<file path="src/rtl/mul_seq_param.sv">
// mul_seq_param: iterative shift-add multiplier for the MIPS datapath.
// Takes one iteration per operand bit to form a 2*WIDTH-bit product, in signed
// (mult) or unsigned (multu) mode. The control unit stalls on a start/busy/done
// handshake.
//
// Ports
//   clk_sys        rising-edge clock
//   reset_n        asynchronous active-low reset
//   start          request, sampled only in IDLE
//   op_signed      1 = two's-complement operands, 0 = unsigned (sampled with start)
//   multiplicando  operand A (sampled with start)
//   multiplicador  operand B (sampled with start)
//   busy           high while an operation is in flight
//   done           one-cycle pulse when hi/lo are updated
//   hi, lo         upper / lower halves of the product, held until the next result
//
// state | meaning
// ------+--------------------------------------------------------------
// IDLE  | waiting for start; hi/lo hold the last product
// RUN   | one shift-add step per cycle, WIDTH steps in total
// FIX   | apply sign to the magnitude product, publish hi/lo, pulse done
module mul_seq_param #(
   parameter int WIDTH = 32,
   parameter int CNT_W = $clog2(WIDTH)
) (
   input  logic             clk_sys,
   input  logic             reset_n,
   input  logic             start,
   input  logic             op_signed,
   input  logic [WIDTH-1:0] multiplicando,
   input  logic [WIDTH-1:0] multiplicador,
   output logic             busy,
   output logic             done,
   output logic [WIDTH-1:0] hi,
   output logic [WIDTH-1:0] lo
);

   typedef enum logic [1:0] {IDLE, RUN, FIX} state_t;

   state_t               state;
   logic [2*WIDTH-1:0]   mcand;
   logic [WIDTH-1:0]     mplier;
   logic [2*WIDTH-1:0]   acc;
   logic                 neg;
   logic [CNT_W-1:0]     cnt;

   logic [WIDTH-1:0]     a_mag;
   logic [WIDTH-1:0]     b_mag;
   logic [2*WIDTH-1:0]   prod;

   // The magnitude of the most negative value, 2^(WIDTH-1), still fits when the
   // operand is treated as unsigned, so no extra bit is needed.
   assign a_mag = (op_signed && multiplicando[WIDTH-1]) ? (~multiplicando + WIDTH'(1))
                                                        : multiplicando;
   assign b_mag = (op_signed && multiplicador[WIDTH-1]) ? (~multiplicador + WIDTH'(1))
                                                        : multiplicador;
   assign prod  = neg ? (~acc + (2*WIDTH)'(1)) : acc;

   // cnt counts down the remaining iterations; RUN ends on the cycle it is zero.
   always_ff @(posedge clk_sys or negedge reset_n) begin
      if (!reset_n) begin
         state  <= IDLE;
         mcand  <= '0;
         mplier <= '0;
         acc    <= '0;
         neg    <= 1'b0;
         cnt    <= '0;
         busy   <= 1'b0;
         done   <= 1'b0;
         hi     <= '0;
         lo     <= '0;
      end else begin
         done <= 1'b0;
         case (state)
            IDLE: begin
               if (start) begin
                  mcand  <= {{WIDTH{1'b0}}, a_mag};
                  mplier <= b_mag;
                  neg    <= op_signed & (multiplicando[WIDTH-1] ^ multiplicador[WIDTH-1]);
                  acc    <= '0;
                  cnt    <= CNT_W'(WIDTH - 1);
                  busy   <= 1'b1;
                  state  <= RUN;
               end
            end
            RUN: begin
               if (mplier[0]) acc <= acc + mcand;
               mcand  <= mcand << 1;
               mplier <= mplier >> 1;
               if (cnt == '0) begin
                  state <= FIX;
               end else begin
                  cnt <= cnt - CNT_W'(1);
               end
            end
            FIX: begin
               {hi, lo} <= prod;
               done     <= 1'b1;
               busy     <= 1'b0;
               state    <= IDLE;
            end
            default: state <= IDLE;
         endcase
      end
   end

endmodule

</file>
<file path="config.mk">
export PLATFORM = sky130hd
export DESIGN_NAME = mul_seq_param
export DESIGN_NICKNAME = d
export VERILOG_FILES = /design/src/rtl/mul_seq_param.sv
export SDC_FILE = /design/constraint.sdc
export NUM_CORES = 1
export LEC_CHECK = 0
export ABC_AREA = 1
export CELL_PAD_IN_SITES_DETAIL_PLACEMENT = 0
export CELL_PAD_IN_SITES_GLOBAL_PLACEMENT = 1
export CORE_MARGIN = 4
export CORE_UTILIZATION = 40
export CTS_CLUSTER_DIAMETER = 30
export DETAILED_ROUTE_END_ITERATION = 6
export GPL_TIMING_DRIVEN = 1
export HOLD_SLACK_MARGIN = 0.05
export PLACE_DENSITY_LB_ADDON = 0.1
export SLEW_MARGIN = 20
export SYNTH_ARGS = -nofsm -noshare
export SYNTH_HDL_FRONTEND = slang
export SYNTH_SLANG_ARGS = --single-unit
</file>
<file path="constraint.sdc">
create_clock -name clk_sys -period 2.4 [get_ports clk_sys]
set_input_delay 0.48 -clock clk_sys [delete_from_list [all_inputs] [get_ports clk_sys]]
set_output_delay 0.48 -clock clk_sys [all_outputs]
set_load 0.1 [all_outputs]
</file>
After elaboration in Yosys (flattened, before gate mapping)
Cells that the tools add are included.

word-level totals
  bits in registers = 234
  bits in latches = 0
  memory bits (writable) = 0
  ROM bits = 0
  bits of input ports = 68
  output and inout port bits = 66
  logic and storage cells = 57
  memories = 0

cells by class
  add/subtract/negate cells = 5
  multipliers = 0
  div/mod/pow operators = 0
  $lt $le $gt $ge = 0
  eq/ne operators = 6
  shift operators = 0
  muxes and demuxes = 19
  bitwise gates (word level) = 5
  reduce and logical (&&, ||, !) cells = 12

operators with widths
  kind                   count
  $mux 64                4
  $pmux 64 s2            2
  $mux 32                3
  $add 32x1->32 const B  2
  $add 64x1->64 const B  1
  $add 64x64->64         1
  $not 32->32            2
  $not 64->64            1
  $pmux 32 s2            1
  $mux 5                 2
  $pmux 5 s2             1
  $ne 2x2->1 const B     4
  $reduce_and 2->1       4
  $reduce_and 3->1       2
  $logic_not 5->1        1
  $sub 5x1->5 const B    1
  $mux 2                 2
  $pmux 2 s2             1
  $reduce_bool 2->1      2
  $eq 2x1->1 const B     1
  $eq 2x2->1 const B     1
  $logic_and 1x1->1      2
  $logic_not 2->1        1
  $mux 1                 2
  other kinds (3)        3

Longest topological paths before layout
Gate-level depths: netlist of the first run.

  depth after elaboration = 5
  depth in mapped cells = 16
  depth with buffers taken out = 16

Least setup slack after synthesis of the first run
Ideal clock, no wire load.

  kind = register -> register
  from = reg mcand[0]
  to = reg acc[56]
  library setup time = 0.118 ns
  arrival time = 1.781 ns
  required time = 2.282 ns
  path slack = 0.501 ns
  stages on the path, launching flop included = 16
  path buffers = 0
  period minus slack after synthesis = 1.899 ns
  cell sequence = dfrtp_1 > ha_1 > inv_1 > fa_1 > inv_1 > nand3_1 > nand2_1 > nand2_1 > nand2_1 > nand2_1 > nand3_1 > nand3_1 > nand2_1 > nand2_1 > nand3_1 > nand2_1

between the ends
  cells in the longest elaborated chain, start to end = 3

ends and longest elaborated chain
  element                 RTL line  RTL
  start, declared         41        logic [2*WIDTH-1:0] mcand;
  start signal, assigned  77        mcand <= {{WIDTH{1'b0}}, a_mag};
  start signal, assigned  88        mcand <= mcand << 1;
  $add 64x64->64          87        if (mplier[0]) acc <= acc + mcand;
  $mux 64                 87
  $pmux 64 s2             74        case (state)
  end signal, assigned    87
  end, declared           43        logic [2*WIDTH-1:0] acc;

Every way passes these cells. The select of a mux whose other input is x is not followed.
A chain may end at the register's enable or synchronous reset.

Worst setup path after layout of the first run
  from = reg mcand[2]
  to = reg acc[25]

The elaborated chain is that of the path after synthesis.

==> run metrics, run 1 <==
violated checks design-rule violations; Design Area, Final 0.0249 mm^2; Post-CTS Setup Inserts 0; initial core utilization 40.8%; RSZ-0062 raised after global routing yes; crit path time final 2.31 ns; multi-input logic area 0.0108 mm^2; Critical Setup Path Class reg -> reg; top post-synthesis cells by area dfrtp_1 31%, nand2_1 23%, inv_1 10%; worst setup margin roughly 0.085 ns; Yosys top cell area share between 30% and 40%; layout cells sized above 1 14.3%; vias per cell between 5 and 6; EDFF count, synth 0; PortBufs between 100 and 150; crit-path cells ha_1 -> nand2_1 -> nand2_1 -> nand2_1 -> nand2_1 -> buf_4 -> nand2_1 -> nand3_1 -> nand3_1 -> nand2_2 -> or2_2 -> nand3_1 -> nand2_1; Top Metal Used met4; worst-case clock buffer depth 3; endpoints failing setup 0; Area Growth Syn to Fin 33.0%; Setup crit start mcand[2]; FF+latch area slightly below 0.006 mm^2; WP data arrival about 2.8 ns; Max-slew headroom 64.1%; Max-cap violations 0; chip height 224 um; pwr dens 1570 mW/mm^2; register-to-register setup slack between 0.08 and 0.09 ns; clk slew on worst S/H paths 0.05 ns; unique cell type count in the Yosys netlist 42; status finished, violations left; reg-to-reg startpoint mcand[2]; most frequent cells in the layout 1,121 x nand2_1, 512 x inv_1, 313 x nor2_1, 299 x buf_4, 232 x dfrtp_1; cell repeated most along the worst path nand2_1; total grt overflow 0; Final nets 3,615; DRT antenna net count 0; commonest non-fill, non-tap cell in the layout nand2_1; total wire length just over 70 mm; CP max-delay cell dfrtp_1; Die Footprint 0.0502 mm^2; Static Leak 13.4 nW; Tcrit/Tclk final a little over nine tenths; Place WS -0.0879 ns; Post-Route M1 WL about 34 mm; Critical Path RT 2.86 ns; largest area contributor in the netlist dfrtp_1; worst hold path class in -> async; H-tree lvl count 3; count of pins over their slew limit 0; final core occ a little over half; placed instance area approximately 0.022 mm^2; largest net degree at the start of global routing 102; initial antenna violation count 0; clock buffer count from CTS a little under 70; maximum VDD drop 0.816 mV; 1st-iter DRT viols approximately 1,600; hpwl dp 56.7 mm; Synth Instances 3,101; Crit. End Element flop; critical path's top delay family simple AND/OR/NAND/NOR gates; met2 WL post-DR 31.0 mm; vias in the first global route 20,348; critical path launch point type flop; FILL cells 4,637; CP Capture Point acc[25]; RR Endpoint acc[25]; Avg Cell Area, Syn 6.03 um^2; Core Area 0.0458 mm^2; CTS tree yes; I/O pin total approximately 130; Antenna Cells 0; synthesized area 0.0187 mm^2; Site Rows 78; Yosys warning total 0; wire per inst 17.3 um; vias post-DR 20,993; Final Power approximately 39 mW; ys async rst share 100%; Top FF cell, synth dfrtp_1; Worst path max stage delay 0.37 ns; synthesized flop and latch total 234; Buf/Inv on CP 1; clk_skew 0.0171 ns; crit path max fanout 4; FF-to-FF path depth 13; Syn Nets between 3,000 and 4,000; DRC Markers 2; Fin. Hold Viols 0; die width between 200 and 250 um; global-route wire length before repair approximately 110 mm; clk_lat worst skew between 0.5 and 0.6 ns; CTS sink cnt 234; Initial DRT Pass Iterations 7; instance count on the critical path 13; sequential area share after synthesis 31.3%; clock root buffer clkbuf_16; routability cong. 0.976; fmax 0.432 GHz; met3 WL post-DR 4.72 mm; GRT Overall Usage 28.0%; Worst-Margin Slew 0.538 ns
power breakdown:
part	internal (mW)	total (mW)	switching, mW
combinational	8.17	23.2	15.0
clock	6.30	9.04	2.73
sequential	5.54	6.81	1.27
total	20.0	39.0	19.0
state kept, by name (all words and copies together), names as in the netlist:
signal and cells:
neg 1, lo 32, mcand 64, hi 32, acc 64, cnt 5
busy 1, state 2, mplier 32, done 1
kinds of logic after synthesis:
family                     count (synthesis)  share of synthesized area (%)
and+or+nand+nor                         1766                           38.1
AOI/OAI and AO/OA                        384                           11.3
buffers and inverters                    593                           12.0
DFF                                      234                           31.3
adders and majority gates                 69                           4.66
xor gates and xnor gates                  55                           2.58
routing by layer:
layer	up-vias	track usage, %
met5	-	0
met4	0	7.70
met3	112	4.68
met2	586	43.5
met1	9812	40.4
li1	10483	-
what timing repair did:
action,in CTS,in global routing
pin swaps,0,2
hold buffers,1,0
gates cloned,0,0
endpoints found under the hold margin,36,0
setup endpoints to repair,2,44
gates resized for setup,2,60
stage by stage:
stage                     hold slack [ns]  TNS (ns)  std cells
after CTS                           0.380         0       4127
final                               0.386         0       4127
after floorplan                     0.184         0       3101
after global placement              0.404    -0.248       4007
after detailed placement            0.408    -0.205       4007
after global routing                0.407   -0.0950       4127
cell usage after synthesis, drive strengths merged, types with 6 or more instances:
master	n
inv	521
o211ai	13
o21ai	183
nor2	338
nand3	210
o22ai	40
nand2	1139
ha	68
or2	9
o221ai	12
buf	20
nand4	33
nor4	6
clkbuf	50
nor3	24
a21oi	113
dfrtp	234
xor2	51
a31oi	7
final cells by class:
cell class	instances	area share, %
Clock buffer	93	7.71
Clock inverter	26	1.59
Inverter	523	7.90
Multi-Input combinational cell	2274	43.6
Sequential cell	234	23.6
Tap cell	600	3.02
Timing Repair Buffer	377	12.6
worst min path at each step:
stage	from	endpoint	slack, ns	cells past startpoint
floorplan	reset_n	acc[0]	0.18	0
global placement	reset_n	lo[4]	0.40	1
detailed placement	reset_n	lo[5]	0.41	1
CTS	reset_n	lo[5]	0.38	2
global route	reset_n	lo[5]	0.41	2
finish	reset_n	lo[5]	0.39	2
Power figures use the tool's default switching activity.
==> run 2, diff against run 1 <==
GPL_TIMING_DRIVEN = 0   (was 1)
==> run metrics, run 2 (same netlist as run 1, synthesis figures left out) <==
die width 224 um (unchanged); clock buffer count from CTS 66 (-2.9%); critical path launch point type flop; GRT Overall Usage 29.9% (+1.9 points); Critical Path RT 2.83 ns (-0.03 ns); post-route insts no fill 3,963 (-4.0%); Static Leak 12.4 nW (-7.6%); worst setup margin 0.0409 ns (-0.0443 ns); Antenna Cells 0 (unchanged); placed insts 3,837 (-4.2%); CTS tree yes; DRT antenna net count 0 (unchanged); Initial DRT Pass Iterations 6 (-1); Die Footprint 0.0502 mm^2 (unchanged); crit path time final 2.36 ns (+0.0443 ns); total wire length 76.6 mm (+7.6%); status completed; worst hold path class in -> async; WHS 0.393 ns (+0.00674 ns); Crit. End Element flop; total grt overflow 0 (unchanged); Core Area 0.0458 mm^2 (unchanged); Place WS -0.575 ns (-0.487 ns); crit path max fanout 10 (+6); clk_skew 0.0232 ns (+0.00607 ns); count of pins over their slew limit 0 (unchanged); biggest regs acc (64), mcand (64); clk_lat worst skew 0.60 ns (about the same); most frequent cells in the layout 1,107 x nand2_1, 511 x inv_1, 297 x nor2_1, 213 x dfrtp_1, 198 x nand3_1; chip height 224 um (unchanged); clk slew on worst S/H paths 0.05 ns (about the same); Setup TNS 0 ns (unchanged); global-route wire length before repair 116 mm (+4.0%); WP data arrival 2.79 ns (about the same); endpoints failing setup 0 (unchanged); commonest non-fill, non-tap cell in the layout nand2_1; initial antenna violation count 0 (unchanged); CTS sink cnt 234 (unchanged); FILL cells 4,779 (+3.1%); placed instance area 0.0209 mm^2 (-6.4%); vias per cell 5.25 (+3.1%); PortBufs 133 (unchanged); Tcrit/Tclk final 98.3% (+1.8 points); pwr dens 1600 mW/mm^2 (+1.9%); Fin. Hold Viols 0 (unchanged); I/O pin total 134 (unchanged); H-tree lvl count 3 (unchanged); routability cong. 0.966 (-1.0%); Site Rows 78 (unchanged); Max-cap violations 0 (unchanged); clock root buffer clkbuf_16; maximum VDD drop 0.917 mV (+12%); Worst-Margin Slew 1.11 ns (+0.570 ns); vias in the first global route 19,628 (-3.5%); 1st-iter DRT viols 1,988 (+22%); hpwl dp 61.9 mm (+9.1%); largest net degree at the start of global routing 72 (-29%); Final Power 38.3 mW (-1.7%); fmax 0.424 GHz (-1.9%); Final nets 3,451 (-4.5%); final core occ 52.4% (-1.9 points); wire per inst 19.3 um (+12%); Critical Setup Path Class reg -> reg; layout cells sized above 1 9.78% (-4.5 points); DRC Markers 0 (-2); Max-slew headroom 26.2% (-38 points); worst-case clock buffer depth 3 (unchanged); Design Area, Final 0.0240 mm^2 (-3.6%); Area Growth Syn to Fin 28.2%; vias post-DR 20,789 (-0.97%); initial core utilization 40.8% (unchanged); RSZ-0062 raised after global routing yes
## run 2: cell types whose count changed in the layout (fill, tap and decap cells not counted), moves of 12 or more
cell           delta
ha_4             +22
clkbuf_1         +37
buf_2            +15
dfrtp_2          +19
nand2_1          -14
dfrtp_1          -19
dlygate4sd2_1    +66
buf_4           -292
nor2_1           -16
ha_1             -37
clkbuf_2         +12
ha_2             +15
## run 2: worst max-delay path: stages, from the launching register on
cell and delay [ns]:
dfrtp_1 0.43, inv_2 0.27, nor2_4 0.13, inv_2 0.11
clkbuf_2 0.43, buf_1 0.62, o22ai_1 0.17
## run 2: per-layer routing
| layer | GRT usage, % | wire (um) | part of all wire (%) | up-vias |
|---|---|---|---|---|
| li1 | - | - | - | 10165 |
| met1 | 43.8 | 35400 | 46 | 9786 |
| met2 | 46.5 | 33400 | 44 | 718 |
| met3 | 5.11 | 5950 | 7.8 | 120 |
| met4 | 6.44 | 1870 | 2.4 | 0 |
| met5 | 0 | 0 | 0 | - |
## run 2: where the power goes
| group | internal, mW | leakage [nW] | switching (mW) |
|---|---|---|---|
| Combinational | 6.73 | 8.44 | 14.9 |
| Clock | 6.15 | 1.10 | 2.81 |
| Sequential | 5.56 | 2.83 | 2.15 |
| Total | 18.4 | 12.4 | 19.9 |
## run 2: cell type report
type	count	area [um^2]	share of cell area, %
buffer	70	300	1.25
clock buffer	89	1830	7.63
clock inverter	28	480	2.01
inverter	523	1960	8.19
multi-input combinational	2274	11300	47.3
sequential	234	5880	24.5
tap	600	751	3.13
timing repair buffer	145	1420	5.92
## run 2: worst paths after layout
check | start | to | slack [ns] | depth (start not counted)
worst min-delay path | reset_n | mcand[7] | 0.39 | 2
min in group clk_sys | hi[31] | hi[31] | 0.48 | 2
worst max register to register | state[0] | mcand[41] | 0.04 | 6
worst min register to register | hi[31] | hi[31] | 0.48 | 2
max in group asynchronous | reset_n | acc[52] | 1.00 | 4
worst max-delay path | state[0] | mcand[41] | 0.04 | 6
## run 2: what timing repair did
action                                  in CTS  in global routing
pin swaps                                    1                  1
setup buffers                                4                  4
resized for setup                          127                147
hold endpoints to repair                    52                  0
endpoints found under the setup margin     193                 77
hold buffers                                 1                  0
==> run 3, diff against run 2 <==
clock period = 2.5 ns   (was 2.4 ns; I/O delays follow)
==> run metrics, run 3 (same netlist as run 1, synthesis figures left out) <==
placed insts 3,837 (unchanged); I/O pin total 134 (unchanged); Static Leak 12.3 nW (-0.36%); initial core utilization 40.8% (unchanged); wire per inst 19.3 um (-0.32%); Initial DRT Pass Iterations 6 (unchanged); Die Footprint 0.0502 mm^2 (unchanged); endpoints failing setup 0 (unchanged); cell repeated most along the worst path nand2_1; status completed; WHS 0.411 ns (+0.0181 ns); 1st-iter DRT viols 1,912 (-3.8%); worst hold path class in -> async; PortBufs 133 (unchanged); Final nets 3,445 (-0.17%); Core Area 0.0458 mm^2 (unchanged); H-tree lvl count 3 (unchanged); pwr dens 1530 mW/mm^2 (-4.6%); die width 224 um (unchanged); Buf/Inv on CP 1 (-3); initial antenna violation count 0 (unchanged); CP max-delay cell dfrtp_1; clock root buffer clkbuf_16; Critical Setup Path Class reg -> reg; GRT Overall Usage 29.8% (-0.11 points); total wire length 76.2 mm (-0.47%); biggest regs acc (64), mcand (64); multi-input logic area 0.0110 mm^2 (-3.1%); CTS tree yes; largest net degree at the start of global routing 72 (unchanged); maximum VDD drop 0.882 mV (-3.8%); Fin. Hold Viols 0 (unchanged); worst-case clock buffer depth 3 (unchanged); Worst-Margin Slew 1.06 ns (-0.0509 ns); FILL cells 4,820 (+0.86%); commonest non-fill, non-tap cell in the layout nand2_1; Area Growth Syn to Fin 26.0%; Tcrit/Tclk final 96.9% (-1.4 points); CTS sink cnt 234 (unchanged); clk_skew 0.0239 ns (+0.000701 ns); Max-cap violations 0 (unchanged); vias per cell 5.23 (-0.34%); Crit. End Element flop; count of pins over their slew limit 0 (unchanged); Site Rows 78 (unchanged); RSZ-0062 raised after global routing yes; fmax 0.413 GHz (-2.6%); Setup TNS 0 ns (unchanged); DRT antenna net count 0 (unchanged); Design Area, Final 0.0236 mm^2 (-1.7%); clk slew on worst S/H paths 0.05 ns (about the same); vias post-DR 20,686 (-0.50%); crit path max fanout 5 (-5); post-route insts no fill 3,957 (-0.15%); most frequent cells in the layout 1,113 x nand2_1, 512 x inv_1, 312 x nor2_1, 222 x dfrtp_1, 200 x nand3_1; Antenna Cells 0 (unchanged); Place WS -0.475 ns (+0.100 ns); worst setup margin 0.0775 ns (+0.0366 ns); Critical Path RT 3.01 ns (+0.18 ns); vias in the first global route 19,525 (-0.52%); FF+latch area 0.00587 mm^2 (-0.19%); clock buffer count from CTS 66 (unchanged); Worst path max stage delay 0.56 ns (-0.06 ns); crit-path cells ha_2 -> nand2_1 -> inv_1 -> a21oi_1 -> nor2_1 -> nor2_1 -> nand2_1 -> a21oi_1 -> nand2_1 -> nand2_1 -> nand3_1 -> nand2_1; crit path time final 2.42 ns (+0.0634 ns); routability cong. 0.966 (unchanged); layout cells sized above 1 7.80% (-2.0 points); Max-slew headroom 29.6% (+3.4 points); WP data arrival 2.94 ns (+0.15 ns); Final Power 35.9 mW (-6.2%); hpwl dp 61.9 mm (unchanged); clk_lat worst skew 0.61 ns (about the same); critical path launch point type flop; final core occ 51.5% (-0.90 points); chip height 224 um (unchanged); total grt overflow 0 (unchanged); global-route wire length before repair 115 mm (-0.45%); critical path's top delay family simple AND/OR/NAND/NOR gates; DRC Markers 0 (unchanged); placed instance area 0.0209 mm^2 (unchanged)
==> run 3: cell count changes in the layout (fill, tap and decap cells not counted), moves of 9 or more <==
cell	before	now
nor2_2	28	15
dfrtp_2	21	12
ha_4	27	10
ha_1	21	38
dfrtp_1	213	222
nor2_1	297	312
==> run 3: per-layer routing <==
| metal | GRT usage (%) | up-vias | routed length [um] |
|---|---|---|---|
| met5 | 0 | - | 0 |
| met4 | 6.16 | 0 | 1770 |
| met3 | 5.27 | 114 | 5640 |
| met2 | 46.6 | 719 | 33300 |
| met1 | 43.4 | 9690 | 35500 |
| li1 | - | 10163 | - |
==> run 3: final timing paths <==
path | slack [ns] | endpoint | cells after the start | startpoint
worst max-delay path | 0.08 | acc[57] | 12 | acc[52]
worst min-delay path | 0.41 | mcand[7] | 2 | reset_n
worst max register to register | 0.08 | acc[57] | 12 | acc[52]
worst min register to register | 0.47 | hi[31] | 2 | hi[31]
max in group asynchronous | 1.09 | acc[44] | 4 | reset_n
min in group clk_sys | 0.47 | hi[31] | 2 | hi[31]
==> run 3: timing repair <==
| item | in CTS | in global routing |
|---|---|---|
| buffers inserted | 0 | 2 |
| hold endpoints to repair | 52 | 0 |
| gates resized for setup | 95 | 93 |
| hold buffers | 1 | 0 |
| pin swaps | 0 | 1 |
| endpoints found under the setup margin | 157 | 73 |
==> run 3: power by group <==
part / internal [mW] / switching (mW)
clock: 5.90 / 2.68
sequential: 5.32 / 1.94
combinational: 5.96 / 14.1
==> run 3: layout make-up <==
cell class,count,area share [%]
Timing Repair Buffer,139,5.83
Clock buffer,89,7.76
Sequential cell,234,24.9
Clock inverter,28,2.04
Buffer,70,1.24
Inverter,523,8.34
Multi-Input combinational cell,2274,46.7
Tap cell,600,3.19
==> run 3: worst reg2reg max path, delay by kind of cell, from the launching register on <==
kind                       cells  cell delay, ns
AOI/OAI and AO/OA              2            0.39
DFF                            1            0.56
buffers and inverters          1            0.06
adders and majority gates      1            0.42
and+or+nand+nor                8            0.92
